### src/rtl/i2c_master_ctrl.sv
// Single-byte I2C master: START, address+R/W, one write or read byte (read ends with a
// master NACK), STOP. Open-drain outputs are registered so the pins never glitch.
module i2c_master_ctrl #(
    parameter int DIV = 125
) (
    input  logic       clk,
    input  logic       rst,
    input  logic       start_req,
    input  logic       rw,
    input  logic [6:0] addr,
    input  logic [7:0] wdata,
    output logic       busy,
    output logic       done,
    output logic       ack_err,
    output logic [7:0] rdata,
    output logic       scl_oe,
    output logic       sda_oe,
    input  logic       sda_in
);
    localparam int CW = $clog2(DIV);

    typedef enum logic [3:0] {
        IDLE, START, ADDR, AACK, WDATA, WACK, RDATA, RNACK, STOP
    } state_t;

    state_t        state, state_nxt;
    logic [CW-1:0] div_cnt;
    logic [1:0]    qtr;
    logic [2:0]    bit_cnt;
    logic [7:0]    tx_sr, rx_sr, wdata_q;
    logic          rw_q;
    logic          tick, q1_end, bit_end, accept, scl_lo;
    logic          scl_d, sda_d;

    assign busy    = (state != IDLE);
    assign tick    = busy && (div_cnt == CW'(DIV - 1));
    assign q1_end  = tick && (qtr == 2'd1);
    assign bit_end = tick && (qtr == 2'd3);
    // The done cycle is already IDLE, so it must be excluded explicitly.
    assign accept  = !busy && !done && start_req;
    assign scl_lo  = (qtr == 2'd0) || (qtr == 2'd3);

    always_ff @(posedge clk or posedge rst) begin
        if (rst) state <= IDLE;
        else     state <= state_nxt;
    end

    always_comb begin
        state_nxt = state;
        scl_d     = 1'b0;
        sda_d     = 1'b0;
        case (state)
            IDLE:  if (accept) state_nxt = START;
            START: begin
                scl_d = (qtr == 2'd3);
                sda_d = qtr[1];
                if (bit_end) state_nxt = ADDR;
            end
            ADDR: begin
                scl_d = scl_lo;
                sda_d = ~tx_sr[7];
                if (bit_end && bit_cnt == 3'd7) state_nxt = AACK;
            end
            AACK: begin
                scl_d = scl_lo;
                if (bit_end) state_nxt = ack_err ? STOP : (rw_q ? RDATA : WDATA);
            end
            WDATA: begin
                scl_d = scl_lo;
                sda_d = ~tx_sr[7];
                if (bit_end && bit_cnt == 3'd7) state_nxt = WACK;
            end
            WACK: begin
                scl_d = scl_lo;
                if (bit_end) state_nxt = STOP;
            end
            RDATA: begin
                scl_d = scl_lo;
                if (bit_end && bit_cnt == 3'd7) state_nxt = RNACK;
            end
            RNACK: begin
                scl_d = scl_lo;
                if (bit_end) state_nxt = STOP;
            end
            STOP: begin
                scl_d = (qtr == 2'd0);
                sda_d = (qtr != 2'd3);
                if (bit_end) state_nxt = IDLE;
            end
            default: state_nxt = IDLE;
        endcase
    end

    always_ff @(posedge clk or posedge rst) begin
        if (rst) begin
            div_cnt <= '0;
            qtr     <= '0;
            bit_cnt <= '0;
            tx_sr   <= '0;
            rx_sr   <= '0;
            wdata_q <= '0;
            rw_q    <= 1'b0;
            done    <= 1'b0;
            ack_err <= 1'b0;
            rdata   <= '0;
            scl_oe  <= 1'b0;
            sda_oe  <= 1'b0;
        end else begin
            done   <= (state == STOP) && bit_end;
            scl_oe <= scl_d;
            sda_oe <= sda_d;
            if (accept) begin
                rw_q    <= rw;
                wdata_q <= wdata;
                tx_sr   <= {addr, rw};
                ack_err <= 1'b0;
                div_cnt <= '0;
                qtr     <= '0;
                bit_cnt <= '0;
            end else if (busy) begin
                div_cnt <= tick ? '0 : div_cnt + 1'b1;
                if (tick) qtr <= qtr + 2'd1;
                if (q1_end) begin
                    if ((state == AACK || state == WACK) && sda_in) ack_err <= 1'b1;
                    if (state == RDATA) rx_sr <= {rx_sr[6:0], sda_in};
                end
                // bit_cnt wraps 7->0 on its own, ready for the next byte.
                if (bit_end) begin
                    case (state)
                        ADDR, WDATA: begin
                            tx_sr   <= {tx_sr[6:0], 1'b0};
                            bit_cnt <= bit_cnt + 3'd1;
                        end
                        RDATA:   bit_cnt <= bit_cnt + 3'd1;
                        AACK:    tx_sr <= wdata_q;
                        STOP:    if (rw_q && !ack_err) rdata <= rx_sr;
                        default: ;
                    endcase
                end
            end
        end
    end
endmodule

### config.mk
export PLATFORM = sky130hd
export DESIGN_NAME = i2c_master_ctrl
export DESIGN_NICKNAME = d
export VERILOG_FILES = /design/src/rtl/i2c_master_ctrl.sv
export SDC_FILE = /design/constraint.sdc
export NUM_CORES = 1
export LEC_CHECK = 0
export CORE_MARGIN = 1.5
export CORE_UTILIZATION = 26
export DETAILED_ROUTE_END_ITERATION = 7
export GPL_TIMING_DRIVEN = 0
export PLACE_DENSITY_LB_ADDON = 0.15
export SYNTH_ARGS = -nofsm -noshare
export SYNTH_HDL_FRONTEND = slang
export SYNTH_SLANG_ARGS = --single-unit
### constraint.sdc
create_clock -name clk -period 2.2 [get_ports clk]
set_input_delay 0.33 -clock clk [delete_from_list [all_inputs] [get_ports clk]]
set_output_delay 0.33 -clock clk [all_outputs]
set_load 0.01 [all_outputs]
==> results of run 1 <==
-- power by group --
part | switching (mW) | leakage (nW) | internal [mW] | total, mW
sequential | 0.132 | 0.679 | 1.12 | 1.25
clock | 0.339 | 0.0543 | 0.341 | 0.681
combinational | 0.234 | 0.642 | 0.226 | 0.460
-- worst max-delay path by stage --
stage	from	to	slack [ns]	cells past startpoint
finish	state[1]	busy	0.10	5
CTS	div_cnt[0]	rdata[2]	0.005	7
global placement	rst	div_cnt[1]	-0.63	2
global route	state[3]	tx_sr[3]	0.01	5
detailed placement	div_cnt[0]	rdata[2]	-0.04	7
floorplan	div_cnt[0]	rdata[0]	0.27	7
-- Yosys cell counts (all sizes together) (2+ instances only) --
cell type and count:
nand2 46, nor2 13, mux2i 10, dfrtp 53
o211ai 15, nor4 2, nand2b 5, or3 4
nand3 6, inv 8, ha 7, a31oi 2
xor2 4, a21oi 4, o22ai 3, buf 7
o21ai 9, clkbuf 4, or2 3, o31ai 2
mux2 16, nand4 4, nor3 2
-- cell families after synthesis --
logic type,synth area share
buffers and inverters,0.0326
and+or+nand+nor,0.174
AOI/OAI and AO/OA,0.108
adders and majority gates,0.0345
xor gates and xnor gates,0.0173
DFF,0.523
muxes,0.111
-- registers in the layout (all words and copies together) (netlist names) --
signal   flops
ack_err      1
bit_cnt      3
div_cnt      7
done         1
qtr          2
rdata        8
rw_q         1
rx_sr        8
scl_oe       1
sda_oe       1
state        4
tx_sr        8
wdata_q      8
-- what timing repair did --
action                     CTS  global route
resized for setup            2            11
setup buffers                1             2
setup endpoints to repair    9            19
pin swaps                    2             2
-- per-stage QoR --
stage          setup WS, ns  instances
3_5_place_dp        -0.0436        404
3_3_place_gp         -0.634        403
2_1_floorplan         0.270        242
5_1_grt              0.0107        415
4_1_cts             0.00451        413
6_report              0.104        415
-- critical path: stages, from the launching register on --
cell,delay (ns)
dfrtp_1,0.40
buf_4,0.18
nor4_4,0.32
inv_2,0.09
buf_4,0.18
dlygate4sd2_1,0.28
-- final cells by class --
cell class                      instances  area, sq um
Inverter                                8         30.0
Timing Repair Buffer                   36          374
Multi-Input combinational cell        170         1140
Sequential cell                        53         1330
Clock inverter                          3         46.3
Clock buffer                            5         68.8
Buffer                                 11         60.1
Tap cell                              129          161
Fill cell                             969         6120
-- routing by layer --
layer  part of all wire  vias up  wire length, microns  GRT usage
li1                   -      936                     -          -
met1               0.50      899                  2810      0.166
met2               0.45       30                  2510      0.181
met3              0.039        2                   216     0.0248
met4             0.0068        0                    38     0.0353
met5                  0        -                     0          0
==> results.py, run 1 <==
metrics = {
    "status": {
        "status": "completed",
    },
    "sta": {
        "timing.fmax_mhz": 477,
        "slew_headroom": 0.417,
        "finClkSkew_ns": 0.0128,
        "slew_violations": 0,
        "post-route-period-util": 0.953,
        "setup_viol": 0,
        "rsz0062_at_grt": "false",
        "worst_pin_slew_ns": 0.872,
        "whs_ns": 0.335,
        "period_needed_ns": 2.10,
        "fin_tns_setup_ns": 0,
        "finalHoldViolations": 0,
    },
    "synth": {
        "synth_edf_count": 0,
        "synth_ff_type": "dfrtp_1",
        "ys_async_sr_fraction": 1.00,
        "syn_area_per_cell_sq_um": 10.5,
        "synth.yosys.seq_area_share": 0.523,
        "synth_top_cell_by_area": "dfrtp_1",
        "syn_nets": 269,
        "ys_top_cells_by_area": "dfrtp_1, mux2_2, nand2_1, o211ai_1, mux2i_1",
        "ys_seq_elements": 53,
        "syn_area_sq_um": 2540,
        "synth_top_cell_area_share": 0.523,
        "syn-instance-count": 242,
        "synth.distinct_cells": 41,
        "yosys_warnings": 0,
    },
    "die": {
        "initial_utilization": 0.272,
        "rows": 35,
        "num_io_pins": 33,
        "die_h_microns": 102,
        "die_w_microns": 102,
        "core_sq_um": 9330,
        "die_area_sq_um": 10400,
    },
    "clock_tree": {
        "clk_pin_slew_ns": 0.11,
        "postCtsHoldBufs": 0,
        "cts_max_path_buffers": 2,
        "clockRootBuffer": "clkbuf_8",
        "cts_buffers": 5,
        "clk_latency_ns": 0.31,
        "tritoncts": "done",
        "htreeDepth": 2,
        "clkSinkCount": 53,
    },
    "placement": {
        "portBuffers": 32,
        "place_hpwl_microns": 3900,
        "gp_congestion": 0.779,
        "post_dp_cell_area_sq_um": 3040,
    },
    "worst_hold_path": {
        "hold_path_class": "input port to async pin",
    },
    "routing": {
        "drt-total-wl_microns": 5580,
        "drt_iter0_markers": 50,
        "vias": 1867,
        "firstDrtPassIters": 4,
        "vias_per_cell": 4.50,
        "post_drt_wl_per_cell_microns": 13.4,
        "drtAntennaViolNets": 0,
        "drc": 0,
    },
    "grt": {
        "grt_pass1_vias": 1799,
        "grt_pass1_wl_microns": 9460,
        "grt_antenna_before_repair": 0,
        "grt.overflow.total": 0,
        "grt_use_total": 0.118,
        "grt_start_max_net_pins": 35,
    },
    "setup_path": {
        "start_kind": "flop",
        "critical_path.max_fanout": 10,
        "cp.arrival_ns": 1.77,
        "critPathKind": "flop to primary output",
        "rr_endpoint": "rdata[2]",
        "worstPathRequired_ns": 1.87,
        "r2r-start": "div_cnt[1]",
        "worstSetupEndpointType": "primary output",
        "reg2regPathDepth": 8,
        "r2r_slack_ns": 0.14,
    },
    "power_and_ir_drop": {
        "power_density_nw_per_um2": 745,
        "ir_drop_mv": 0.278,
        "leakage_nw": 1.38,
        "fin_total_pwr_mw": 2.39,
    },
    "finish": {
        "syn_to_final_growth_pct": 26.4,
        "diodes": 0,
        "fin_util": 0.344,
        "nets": 312,
        "final_common_cell": "dfrtp_1",
        "final_layout_size_suffix_gt1_frac": 0.161,
        "fin_area_sq_um": 3210,
        "layout_common_cells": "dfrtp_1, nand2_1, clkdlybuf4s50_1",
    },
    "run": {
        "drv_cap": 0,
    },
}
No activity file was read; power rests on OpenSTA's default activity.
==> run 2, diff against run 1 <==
--- a/config.mk
+++ b/config.mk
@@ -5,7 +5,7 @@
 export SDC_FILE = /design/constraint.sdc
 export NUM_CORES = 1
 export LEC_CHECK = 0
-export CORE_MARGIN = 1.5
+export CORE_MARGIN = 10
 export CORE_UTILIZATION = 26
 export DETAILED_ROUTE_END_ITERATION = 7
 export GPL_TIMING_DRIVEN = 0
==> run 2 against run 1 <==
Fmax shrank 1.5%. Setup slack worse by 0.031 ns. Register-to-register slack better by 0.02 ns. Sequential share of layout area is 0.34 points higher. Clock-buffer cell count unchanged. Largest power group unchanged. Power shrank 4.6%. Clock power decreased by 16%. Global-route usage fell by 3.3 points. Via count increased by 1.3%. Clock skew increased by 0.0039 ns. Sequential power is essentially flat. Highest routed layer unchanged.
==> results.py, run 2 (synthesis results as in run 1) <==
metrics = {
    "status": {
        "status": "completed",
    },
    "grt": {
        "grt_start_max_net_pins": 30,
        "grt_pass1_vias": 1960,
        "grt_use_total": 0.0847,
        "grt.overflow.total": 0,
        "grt_pass1_wl_microns": 9940,
        "grt_antenna_before_repair": 0,
    },
    "routing": {
        "drt_iter0_markers": 46,
        "post_drt_wl_per_cell_microns": 14.2,
        "vias": 1891,
        "drt-total-wl_microns": 5880,
        "drtAntennaViolNets": 0,
        "drc": 0,
        "firstDrtPassIters": 4,
        "vias_per_cell": 4.56,
    },
    "clock_tree": {
        "clockRootBuffer": "clkbuf_8",
        "cts_max_path_buffers": 2,
        "clk_pin_slew_ns": 0.11,
        "cts_buffers": 5,
        "clkSinkCount": 53,
        "clk_latency_ns": 0.31,
        "htreeDepth": 2,
        "tritoncts": "done",
    },
    "placement": {
        "dp_slack_ns": -0.0433,
        "gp_congestion": 0.765,
        "place_hpwl_microns": 4140,
        "portBuffers": 32,
        "post_dp_cell_area_sq_um": 3040,
    },
    "die": {
        "die_area_sq_um": 14100,
        "num_io_pins": 33,
        "die_w_microns": 119,
        "core_sq_um": 9370,
        "initial_utilization": 0.271,
        "rows": 35,
        "die_h_microns": 119,
    },
    "setup_path": {
        "critPathKind": "flop to primary output",
        "worstPathRequired_ns": 1.87,
        "reg2regPathDepth": 8,
        "r2r-start": "div_cnt[0]",
        "max_stage_delay_ns": 0.40,
        "start_kind": "flop",
        "worstSetupEndpointType": "primary output",
        "cp.arrival_ns": 1.80,
        "r2r_slack_ns": 0.16,
        "rr_endpoint": "tx_sr[3]",
        "critical_path.max_fanout": 10,
        "slowest_stage": "dfrtp_1",
        "cp_cell_sequence": "buf_4 -> nor4_4 -> inv_2 -> clkbuf_4 -> dlygate4sd2_1",
    },
    "sta": {
        "setup_viol": 0,
        "worst_pin_slew_ns": 0.889,
        "timing.fmax_mhz": 470,
        "worst_slack_ns": 0.0729,
        "slew_violations": 0,
        "period_needed_ns": 2.13,
        "post-route-period-util": 0.967,
        "finClkSkew_ns": 0.0167,
        "slew_headroom": 0.405,
        "finalHoldViolations": 0,
    },
    "power_and_ir_drop": {
        "ir_drop_mv": 0.236,
        "p_seq_frac": 0.547,
        "p_sw_frac": 0.311,
        "p_clk_frac": 0.251,
        "leakage_nw": 1.36,
        "internal_power_mw": 1.57,
        "p_comb_frac": 0.202,
        "power_switching_mw": 0.710,
        "power_density_nw_per_um2": 717,
    },
    "run": {
        "drv_cap": 0,
    },
    "finish": {
        "final_layout_size_suffix_gt1_frac": 0.157,
        "layout_common_cells": "dfrtp_1, nand2_1, clkdlybuf4s50_1",
        "final_common_cell": "dfrtp_1",
        "fin_area_sq_um": 3180,
        "syn_to_final_growth_pct": 25.4,
        "fin_util": 0.339,
        "diodes": 0,
        "nets": 312,
    },
    "worst_hold_path": {
        "hold_path_class": "input port to async pin",
    },
}
[run 2: timing repair]
| action | in CTS | in global routing |
|---|---|---|
| endpoints found under the setup margin | 9 | 14 |
| buffers inserted | 2 | 1 |
| pin swaps | 2 | 1 |
| hold buffers | 0 | 0 |
| resized for setup | 2 | 8 |
| hold endpoints to repair | 0 | 0 |
[run 2: power by group through the flow]
stage / combinational (mW) / clock (mW) / sequential [mW]
5_1_grt: 0.540 / 0.643 / 1.27
3_3_place_gp: 0.451 / 0 / 1.26
3_5_place_dp: 0.461 / 0 / 1.27
6_report: 0.461 / 0.573 / 1.25
4_1_cts: 0.466 / 0.605 / 1.24
2_1_floorplan: 0.316 / 0 / 1.24
[run 2: through the flow]
stage	std cells	hold slack (ns)	setup TNS (ns)	power, mW
2_1_floorplan	242	0.435	0	1.56
3_3_place_gp	403	0.463	-29.04	1.72
3_5_place_dp	404	0.468	-0.306	1.73
4_1_cts	414	0.397	0	2.32
5_1_grt	415	0.432	-0.00152	2.45
6_report	415	0.383	0	2.28
[run 2: layout make-up]
type | count | area (sq um)
clock buffer | 5 | 68.8
timing repair buffer | 36 | 374
fill | 1009 | 6190
multi-input combinational | 170 | 1140
sequential | 53 | 1330
clock inverter | 3 | 21.3
buffer | 11 | 58.8
tap | 129 | 161
inverter | 8 | 30.0
[run 2: how the worst max path moves through the flow]
stage               start         end  slack [ns]  cells past startpoint
4_1_cts          state[3]        busy        0.03                      5
3_5_place_dp   div_cnt[0]    rdata[3]       -0.04                      7
5_1_grt          state[1]        busy      -0.002                      5
6_report         state[1]        busy        0.07                      5
2_1_floorplan  div_cnt[0]    rdata[0]        0.27                      7
3_3_place_gp          rst  div_cnt[1]       -0.54                      2
[run 2: critical path, delay by kind of cell (launching register included)]
| kind | cells | cell delay [ns] |
|---|---|---|
| buffers and inverters | 4 | 0.77 |
| DFF | 1 | 0.40 |
| and+or+nand+nor | 1 | 0.32 |
[run 2: per-layer routing]
metal,wire length [microns],global-route usage
met1,2890,0.115
met5,0,0
met4,42,0.0229
met3,257,0.0228
met2,2690,0.129
